**config.mk**
```make
export PLATFORM = sky130hd
export DESIGN_NAME = timer_cnt_core_flat
export DESIGN_NICKNAME = d
export VERILOG_FILES = /design/src/rtl/timer_cnt_core_if.sv /design/src/rtl/timer_cnt_core.sv /design/src/flat_wrapper.sv
export SDC_FILE = /design/constraint.sdc
export NUM_CORES = 1
export LEC_CHECK = 0
export BUFFER_PORTS_ARGS = -buffer_cell sky130_fd_sc_hd__buf_4
export CELL_PAD_IN_SITES_DETAIL_PLACEMENT = 0
export CELL_PAD_IN_SITES_GLOBAL_PLACEMENT = 1
export CORE_UTILIZATION = 40
export CTS_BUF_LIST = sky130_fd_sc_hd__clkbuf_16
export DETAILED_ROUTE_END_ITERATION = 8
export PLACE_DENSITY = 0.9
export SLEW_MARGIN = 10
export SYNTH_ARGS = -nofsm -noshare
export SYNTH_HDL_FRONTEND = slang
export SYNTH_SLANG_ARGS = --single-unit
```
**constraint.sdc**
```tcl
create_clock -name pclk -period 3.6 [get_ports pclk]
set_input_delay 0.18 -clock pclk [delete_from_list [all_inputs] [get_ports pclk]]
set_output_delay 0.18 -clock pclk [all_outputs]
set_load 0.1 [all_outputs]
```
**src/rtl/timer_cnt_core_if.sv**
```systemverilog
// Register-block <-> counting-engine bundle: TDR/TCR/TSR controls in, TCNT/flags/tick out.
interface timer_cnt_core_if #(
    parameter int CNT_WIDTH = 8
);
    logic [CNT_WIDTH-1:0] tdr_data;
    logic                 load;
    logic                 cnt_en;
    logic                 cnt_dwn;
    logic [1:0]           clk_sel;
    logic                 ovf_clr;
    logic                 udf_clr;
    logic [CNT_WIDTH-1:0] tcnt;
    logic                 ovf_flag;
    logic                 udf_flag;
    logic                 tick;

    modport master (
        output tdr_data, load, cnt_en, cnt_dwn, clk_sel, ovf_clr, udf_clr,
        input  tcnt, ovf_flag, udf_flag, tick
    );

    modport slave (
        input  tdr_data, load, cnt_en, cnt_dwn, clk_sel, ovf_clr, udf_clr,
        output tcnt, ovf_flag, udf_flag, tick
    );
endinterface

```
**src/rtl/timer_cnt_core.sv**
```systemverilog
// Timer counting engine: PCLK prescaler, run/idle FSM, up/down counter and sticky wrap flags.
module timer_cnt_core #(
    parameter int CNT_WIDTH = 8,
    parameter int DIV_WIDTH = 4
) (
    input  logic             pclk,
    input  logic             preset,
    timer_cnt_core_if.slave  bus
);
    typedef enum logic {IDLE = 1'b0, RUN = 1'b1} state_t;

    state_t                 state_reg;
    state_t                 state_next;
    logic                   run;
    logic [DIV_WIDTH-1:0]   div_cnt_reg;
    logic [DIV_WIDTH-1:0]   div_cnt_next;
    logic [DIV_WIDTH-1:0]   sel_mask;
    logic                   tick;
    logic                   step;
    logic                   ovf_set;
    logic                   udf_set;
    logic [CNT_WIDTH-1:0]   tcnt_reg;
    logic [CNT_WIDTH-1:0]   tcnt_next;
    logic                   ovf_reg;
    logic                   ovf_next;
    logic                   udf_reg;
    logic                   udf_next;

    always_ff @(posedge pclk or posedge preset) begin
        if (preset) begin
            state_reg <= IDLE;
        end else begin
            state_reg <= state_next;
        end
    end

    always_comb begin
        state_next = state_reg;
        case (state_reg)
            IDLE:    if (bus.cnt_en)  state_next = RUN;
            RUN:     if (!bus.cnt_en) state_next = IDLE;
            default: state_next = IDLE;
        endcase
    end

    always_comb begin
        run = (state_reg == RUN);
    end

    // Low (clk_sel+1) bits of div_cnt participate in the tick decode.
    generate
        for (genvar gi = 0; gi < DIV_WIDTH; gi++) begin : g_sel_mask
            assign sel_mask[gi] = (gi <= int'(bus.clk_sel));
        end
    endgenerate

    assign tick = run && (&(div_cnt_reg | ~sel_mask));
    assign step = tick && !bus.load;

    // div_cnt only advances while staying in RUN, so entry and load both restart a full period.
    always_comb begin
        div_cnt_next = '0;
        if (!bus.load && run && bus.cnt_en) begin
            div_cnt_next = div_cnt_reg + DIV_WIDTH'(1);
        end
    end

    always_comb begin
        tcnt_next = tcnt_reg;
        ovf_set   = 1'b0;
        udf_set   = 1'b0;
        if (bus.load) begin
            tcnt_next = bus.tdr_data;
        end else if (step) begin
            if (bus.cnt_dwn) begin
                tcnt_next = tcnt_reg - CNT_WIDTH'(1);
                udf_set   = (tcnt_reg == '0);
            end else begin
                tcnt_next = tcnt_reg + CNT_WIDTH'(1);
                ovf_set   = (tcnt_reg == '1);
            end
        end
    end

    // A coincident set outranks the clear strobe.
    always_comb begin
        ovf_next = ovf_set | (ovf_reg & ~bus.ovf_clr);
        udf_next = udf_set | (udf_reg & ~bus.udf_clr);
    end

    always_ff @(posedge pclk or posedge preset) begin
        if (preset) begin
            div_cnt_reg <= '0;
            tcnt_reg    <= '0;
            ovf_reg     <= 1'b0;
            udf_reg     <= 1'b0;
        end else begin
            div_cnt_reg <= div_cnt_next;
            tcnt_reg    <= tcnt_next;
            ovf_reg     <= ovf_next;
            udf_reg     <= udf_next;
        end
    end

    assign bus.tcnt     = tcnt_reg;
    assign bus.ovf_flag = ovf_reg;
    assign bus.udf_flag = udf_reg;
    assign bus.tick     = tick;
endmodule

```
**src/flat_wrapper.sv**
```systemverilog
// flat-port wrapper written by rule: the top's interface ports become plain ports
module timer_cnt_core_flat 
#(
    parameter int CNT_WIDTH = 8,
    parameter int DIV_WIDTH = 4
)
  (pclk, preset, bus_tdr_data, bus_load, bus_cnt_en, bus_cnt_dwn, bus_clk_sel, bus_ovf_clr, bus_udf_clr, bus_tcnt, bus_ovf_flag, bus_udf_flag, bus_tick);
  timer_cnt_core_if #(.CNT_WIDTH(CNT_WIDTH)) bus_i ();
  input  logic pclk;
  input  logic preset;
  input wire logic [$bits(bus_i.tdr_data)-1:0] bus_tdr_data;
  input wire logic [$bits(bus_i.load)-1:0] bus_load;
  input wire logic [$bits(bus_i.cnt_en)-1:0] bus_cnt_en;
  input wire logic [$bits(bus_i.cnt_dwn)-1:0] bus_cnt_dwn;
  input wire logic [$bits(bus_i.clk_sel)-1:0] bus_clk_sel;
  input wire logic [$bits(bus_i.ovf_clr)-1:0] bus_ovf_clr;
  input wire logic [$bits(bus_i.udf_clr)-1:0] bus_udf_clr;
  output wire logic [$bits(bus_i.tcnt)-1:0] bus_tcnt;
  output wire logic [$bits(bus_i.ovf_flag)-1:0] bus_ovf_flag;
  output wire logic [$bits(bus_i.udf_flag)-1:0] bus_udf_flag;
  output wire logic [$bits(bus_i.tick)-1:0] bus_tick;
  assign bus_i.tdr_data = bus_tdr_data;
  assign bus_i.load = bus_load;
  assign bus_i.cnt_en = bus_cnt_en;
  assign bus_i.cnt_dwn = bus_cnt_dwn;
  assign bus_i.clk_sel = bus_clk_sel;
  assign bus_i.ovf_clr = bus_ovf_clr;
  assign bus_i.udf_clr = bus_udf_clr;
  assign bus_tcnt = bus_i.tcnt;
  assign bus_ovf_flag = bus_i.ovf_flag;
  assign bus_udf_flag = bus_i.udf_flag;
  assign bus_tick = bus_i.tick;
  timer_cnt_core #(.CNT_WIDTH(CNT_WIDTH), .DIV_WIDTH(DIV_WIDTH)) u_core (.pclk(pclk), .preset(preset), .bus(bus_i));
endmodule
```
==> results list, run 1 <==
* Setup skew after layout: 0.00310 ns
* Post-route DRC: 0
- CTS hold repair buffers: 0
- Layout net count: 162
- First-pass GRT wire length: 4.08 mm
- Height of the die: 51.5 microns
* Seq/Total Area, Yosys: 38.3%
- After routing the design area is 0.00129 sq mm.
- The number of setup buffers added after CTS is 0.
- Pin count of the biggest net entering global routing: 16
* Sequential cell fraction of total power: 32.8%
* Vias post-DR: 891
- Area of the placeable core: 0.00225 sq mm
* Die area: 0.00265 sq mm
- Final Critical Period: 2.15 ns
- The first routing iteration left 11 violations.
- Dominant cell type by area after synthesis: dfrtp_1
- Relative slew slack: 60.2%
- Unrepaired setup endpoints after global routing: no
- Number of setup violations in the final report: 0
* Depth of the CTS H-tree: 1
- Number of flip-flops and latches in the synthesized netlist: 15
- In this run, placement finished with an instance count of 160.
- First-pass iteration count of the detailed router: 4
- After clock tree synthesis, the clock-pin slew on the worst setup and hold paths is 0.05 ns.
* Total cell area at the placement stage: 0.00121 sq mm
* Overflow after GRT: 0
* Post-synthesis async set-or-reset flop share: 100%
- The top cell types in the final layout, fill and taps aside, are 27 x buf_4, 15 x dfrtp_1, 10 x nor2_1, 9 x nand2_1, 9 x inv_1.
- Routed wirelength normalized by instance count: 14.6 microns
* Critical path data arrival time: 2.31 ns
- Clk_lat worst skew: 0.24 ns
- Counting the buffers created by CTS gives 3.
- In this run the core area contains 17 standard-cell rows.
* YS warnings: 0
- Run status: finished clean
* Kind of capture point of the worst setup path: flop
- Cell internal power was estimated by the tool at 388 uW.
* Overall routed net length: 2.39 mm
* Number of max-slew violations in the final report: 0
- Post-Syn Nets: 132
- Layout cells sized above 1: 25.7%
* Root buffer cell: clkbuf_16
* Transition at the pin with the smallest max-transition slack: 0.596 ns
- Final GP Congestion: 0.921
* Max FFs per register: 8
- In this run the worst path has a maximum fanout of 5.
- For this run, the top clock speed supported by timing is 464 MHz.
- Distinct cell type count after synthesis: 36
* Combinational cell fraction of total power: 30.8%
- P_leak: 0.595 nW
* All-layer global routing usage: 20.9%
- Count of clock tree sinks: 15
- Dpl hpwl: 1.79 mm
- N_diodes: 0
* Path type of the worst min-delay path: in -> async
- Of the total power, the clock network draws 36.4%.
* Maximum Capacitance Violations: 0
- At the worst endpoint, the required time is 3.75 ns.
- The initial utilization of the core area, before any placement, comes to 43.5%.
- Routed via count divided by cell count: 5.43
- For this run, the number of standard cells in the final layout without fillers is 164.
- A synthesized cell averages 9.17 sq um.
* Pwr Density: 460 mW/mm^2
- In the final timing run, aggregate negative setup slack is 0 ns.
- Boundary pin count: 28
- Netlist area before placement: 981 sq um
- Worst hold slack across all endpoints: 0.00563 ns
- Synth area leaders: dfrtp_1 38%, ha_1 8.9%, nor2_1 3.8%
- Final Hold Vio Count: 0
- CTS tree: yes
- For this run, the leading register cell type out of synthesis is dfrtp_1.
* Vias in the first global route: 885
* Most frequent standard cell in the layout excluding fill and tap cells: buf_4
- The worst setup path is launched from a flop.
* Ratio of final minimum period to clock period: 59.8%
* Area fraction of the dominant cell type after synthesis: 38.3%
- Of the total power, the share spent switching nets is 34.5%.
- Number of flops mapped to enable cells by yosys: 0
* Area growth from synthesis to final layout: 31.2%
* Width of the die: 51.5 microns
- In this run the remaining antenna-violating nets after routing total 0.
- Net Sw Power: 205 uW
- The number of gates resized after CTS was 0.
* Syn Inst Count: 107
- The worst-case IR drop observed on VDD is 0.301 mV.
* Bufs on Longest Clock Path: 2
* Setup Crit Path Kind: reg -> reg
- Buffers added on ports: 27
- In this run the register-to-register setup slack is 1.45 ns.
- Initial antenna violation count: 0
==> synthesized netlist by cell type, drive strengths merged, types with 2 or more instances <==
cell / number
inv: 10
nor2b: 2
a21o: 2
nor2: 10
nand4: 4
nor4: 2
ha: 7
a31oi: 2
nand2: 9
o32ai: 2
dfrtp: 15
a2bb2oi: 3
a21oi: 6
o31a: 2
mux2i: 2
xor2: 2
xnor2: 4
nand3: 3
o21ai: 6
==> cell families after synthesis <==
logic type	share of synthesized area, %
simple gates	15.8
flops	38.3
fa+ha+maj	11.0
mux	3.19
xor+xnor	5.36
compound gates	21.0
buf+inv	5.36
==> power groups by stage <==
stage	Combinational, mW	Clock, mW	Sequential (mW)
2_1_floorplan	0.0739	0	0.256
3_3_place_gp	0.181	0	0.196
3_5_place_dp	0.182	0	0.197
4_1_cts	0.183	0.219	0.194
5_1_grt	0.197	0.227	0.196
6_report	0.183	0.216	0.194
==> area by class of cell <==
| cell class | count | area, sq um |
|---|---|---|
| Fill cell | 211 | 967 |
| Multi-Input combinational cell | 79 | 553 |
| Sequential cell | 15 | 375 |
| Timing Repair Buffer | 27 | 203 |
| Clock buffer | 3 | 75.1 |
| Inverter | 11 | 41.3 |
| Tap cell | 28 | 35.0 |
| Clock inverter | 1 | 5.00 |
==> metal layers <==
| layer | part of all wire (%) | wire, microns | GRT usage, % |
|---|---|---|---|
| met3 | 6.2 | 149 | 2.63 |
| met2 | 48 | 1150 | 33.1 |
| met5 | 0 | 0 | 0 |
| met1 | 45 | 1080 | 29.4 |
| met4 | 0.54 | 13 | 7.21 |
==> per-stage QoR <==
step | worst slack (ns) | util, % | power, mW
after floorplan | 1.06 | - | 0.329
after global placement | 1.58 | 53.6 | 0.377
after detailed placement | 1.48 | 53.6 | 0.378
after CTS | 1.44 | 57.1 | 0.596
after global routing | 1.30 | 57.1 | 0.620
final | 1.45 | 57.1 | 0.593
==> critical path: stages, from the launching register on <==
cell and delay (ns):
dfrtp_1 0.44, ha_1 0.40, o211ai_1 0.15, nor3_1 0.28, nor4_1 0.11, or4_1 0.47
a31oi_1 0.21
==> final timing paths <==
kind                                       start                    end  depth (start not counted)
hold / removal                            preset    u_core.bus.ovf_flag                          2
setup reg to reg              u_core.bus.tcnt[3]     u_core.bus.tcnt[7]                          6
setup / recovery              u_core.bus.tcnt[3]     u_core.bus.tcnt[7]                          6
hold reg to reg            u_core.div_cnt_reg[0]  u_core.div_cnt_reg[0]                          1
min in group pclk                     bus_cnt_en             u_core.run                          1
max in group asynchronous                 preset     u_core.bus.tcnt[2]                          2
Power figures use the tool's default switching activity.
==> inputs of run 2 (changes only) <==
- CORE_UTILIZATION: 40 -> 34
- PLACE_DENSITY: 0.9 -> 0.82
- clock period: 3.6 -> 1.8 ns (I/O delays scaled with it)
==> results list, run 2 (synthesized netlist as in run 1, its figures left out) <==
* Clk_lat worst skew: 0.25 ns (was 0.24 ns)
* Die area: 0.00310 sq mm (was 0.00265 sq mm)
- Critical path data arrival time: 2.09 ns (was 2.31 ns)
* Area growth from synthesis to final layout: 58.4% (was 31.2%)
- Routed wirelength normalized by instance count: 14.4 microns (was 14.6 microns)
- Highest-count cells in the layout ignoring fill and taps: 42 x buf_4, 10 x nor2_1, 9 x nand2_1, 8 x dfrtp_1 (was 27 x buf_4, 15 x dfrtp_1, 10 x nor2_1, 9 x nand2_1, 9 x inv_1)
- Total area of sequential cells: 402 sq um (was 375 sq um)
* P_leak: 0.680 nW (was 0.595 nW)
- The average vias per placed instance came to 5.32 (was 5.43).
* Worst path cell trace: ha_4, a211oi_4, nor3_2, o31a_1, or4_1, a31oi_1 (was ha_1, o211ai_1, nor3_1, nor4_1, or4_1, a31oi_1)
* Cell type of the slowest stage on the worst timing path: dfrtp_4 (was or4_1)
* Buffers added on ports: 27 (unchanged)
- The routed wire length came to 2.67 mm (was 2.39 mm).
- The gate family responsible for the most delay along the worst path is compound AO/OA/AOI/OAI gates (was simple AND/OR/NAND/NOR gates).
- The power density over the cells was 838 mW/mm^2 (was 460 mW/mm^2).
- The kind of path behind the tightest hold check is in -> reg (was in -> async).
- Final GP Congestion: 0.864 (was 0.921)
* Width of the die: 55.7 microns (was 51.5 microns)
* Vias post-DR: 985 (was 891)
- The worst setup margin was -0.125 ns (was 1.45 ns).
* Transition at the pin with the smallest max-transition slack: 0.598 ns (was 0.596 ns)
- The post-route DRC violation count was 0 (unchanged).
- Delay contributed by the slowest stage of the critical path: 0.50 ns (was 0.47 ns)
* First-pass iteration count of the detailed router: 4 (unchanged)
* Combined area of the multi-input logic cells: 646 sq um (was 553 sq um)
- The number of design-rule violations left by the first detailed-router iteration is 21 (was 11).
- The startpoint kind of the worst setup timing path was a flop (unchanged).
- The post-detailed-placement half-perimeter wirelength came to 2.03 mm (was 1.79 mm).
- The total of endpoints with negative setup slack in the final report was 1 (was 0).
- N_diodes: 0 (unchanged)
* Number of standard-cell rows in the floorplan: 19 (was 17)
- Final Critical Period: 1.93 ns (was 2.15 ns)
- Sum of met2 wire segment lengths after detailed routing: 1.24 mm (was 1.15 mm)
* Relative slew slack: 60.1% (was 60.2%)
- The sink count of the clock tree came to 15 (unchanged).
- The H-tree depth is 1 (unchanged).
- The overall fraction of global-route tracks in use came to 17.5% (was 20.9%).
- First-pass GRT wire length: 4.30 mm (was 4.08 mm)
- The total setup buffers inserted after CTS came to 0 (unchanged).
- Cell area after layout: 0.00155 sq mm (was 0.00129 sq mm)
- The largest net degree at the start of global routing came to 16 (unchanged).
- The final-report max-slew violation count is 0 (unchanged).
- The initial antenna violation count is 0 (unchanged).
* Top Metal Used: met4 (unchanged)
* Root buffer cell: clkbuf_16 (unchanged)
- The fmax was 519 MHz (was 464 MHz).
- Clock transition time at the flip-flop clock pins of the worst setup and hold paths: 0.05 ns (about the same)
- The proportion of layout cells with a drive suffix above 1 was 45.5% (was 25.7%).
* Pre-CTS WS: -0.107 ns (was 1.48 ns)
- Vias in the first global route: 954 (was 885)
- The overflow left after global routing was 0 (unchanged).
- Max FFs per register: 8 (unchanged)
- Wire length on met3: 143 microns (was 149 microns)
- The most common cell after layout, fill and taps aside was buf_4 (unchanged).
* Failing checks: setup timing
- Antenna viol nets, final: 0 (unchanged)
- The worst clock skew was 0.00175 ns (was 0.00310 ns).
- Total cell area at the placement stage: 0.00143 sq mm (was 0.00121 sq mm)
* Buffers and inverters on the worst path: 0 (unchanged)
- The met1 routed wirelength after detailed routing is 1.26 mm (was 1.08 mm).
* Layout net count: 180 (was 162)
- The class of the most critical setup path is reg -> reg (unchanged).
* Kind of capture point of the worst setup path: flop (unchanged)
- The largest buffer count on any clock path came to 2 (unchanged).
* Critical path peak fanout: 4 (was 5)
- Ratio of final minimum period to clock period: 107% (was 59.8%)
- Number of buffers inserted during clock tree synthesis: 3 (unchanged)
* Req. time, crit path: 1.97 ns (was 3.75 ns)
* Final Hold Vio Count: 0 (unchanged)
- Run status: finished with violations (was finished clean)
- CTS tree: yes (unchanged)
- The initial standard-cell utilization of the core came to 35.9% (was 43.5%).
* Maximum Capacitance Violations: 0 (unchanged)
* Height of the die: 55.7 microns (was 51.5 microns)
- The placeable core area was 0.00273 sq mm (was 0.00225 sq mm).
- The fill cell total of the finished layout is 242 (was 211).
- Peak supply drop: 0.632 mV (was 0.301 mV)
- Unrepaired setup endpoints after global routing: yes (was no)
- The number of I/O pins is 28 (unchanged).
[run 2: power breakdown]
group          switching (mW)  internal [mW]  total [mW]  leakage, nW
combinational           0.281          0.196       0.477        0.458
clock                   0.138          0.297       0.435       0.0409
sequential             0.0232          0.367       0.391        0.181
[run 2: timing repair]
| item | in CTS | in global routing |
|---|---|---|
| gates resized for setup | 4 | 2 |
| endpoints found under the setup margin | 3 | 2 |
| pin swaps | 0 | 1 |
| endpoints found under the hold margin | 16 | 0 |
| hold buffers | 2 | 0 |
| gates cloned | 0 | 0 |
[run 2: stage by stage]
stage               power [mW]  setup TNS (ns)  utilization [%]  instances  hold WS [ns]
global route              1.36          -0.208             56.8        185        0.0234
floorplan                0.695          -0.313                -        107      -0.00838
CTS                       1.29          -0.115             56.4        185        0.0172
finish                    1.30          -0.125             56.8        185        0.0178
detailed placement       0.844          -0.107             52.2        179         0.195
global placement         0.839         -0.0619             52.2        179         0.193
[run 2: area by class of cell]
class,instances,area share [%]
inverter,11,2.66
timing repair buffer,45,22.3
sequential,15,25.8
tap,31,2.50
multi-input combinational,79,41.5
clock inverter,1,0.322
clock buffer,3,4.83
[run 2: final timing paths]
| path | from | to | slack, ns | depth (start not counted) |
|---|---|---|---|---|
| worst max-delay path | u_core.bus.tcnt[1] | u_core.bus.tcnt[7] | -0.13 | 6 |
| worst min register to register | u_core.div_cnt_reg[0] | u_core.div_cnt_reg[0] | 0.50 | 1 |
| min in group asynchronous | preset | u_core.bus.udf_flag | 0.47 | 3 |
| worst max register to register | u_core.bus.tcnt[1] | u_core.bus.tcnt[7] | -0.13 | 6 |
| worst min-delay path | bus_udf_clr | u_core.bus.udf_flag | 0.02 | 2 |
| max in group asynchronous | preset | u_core.bus.tcnt[6] | 0.88 | 3 |
[run 2: worst register-to-register path, cell delays in order, from the launching register on]
cell and delay, ns:
dfrtp_4 0.50, ha_4 0.23, a211oi_4 0.23, nor3_2 0.08, o31a_1 0.25, or4_1 0.41, a31oi_1 0.14
[run 2: routing by layer]
metal | vias to the layer above | track usage [%]
met1 | 470 | 24.7
met5 | - | 0
li1 | 481 | -
met3 | 4 | 2.56
met2 | 30 | 27.7
met4 | 0 | 5.36
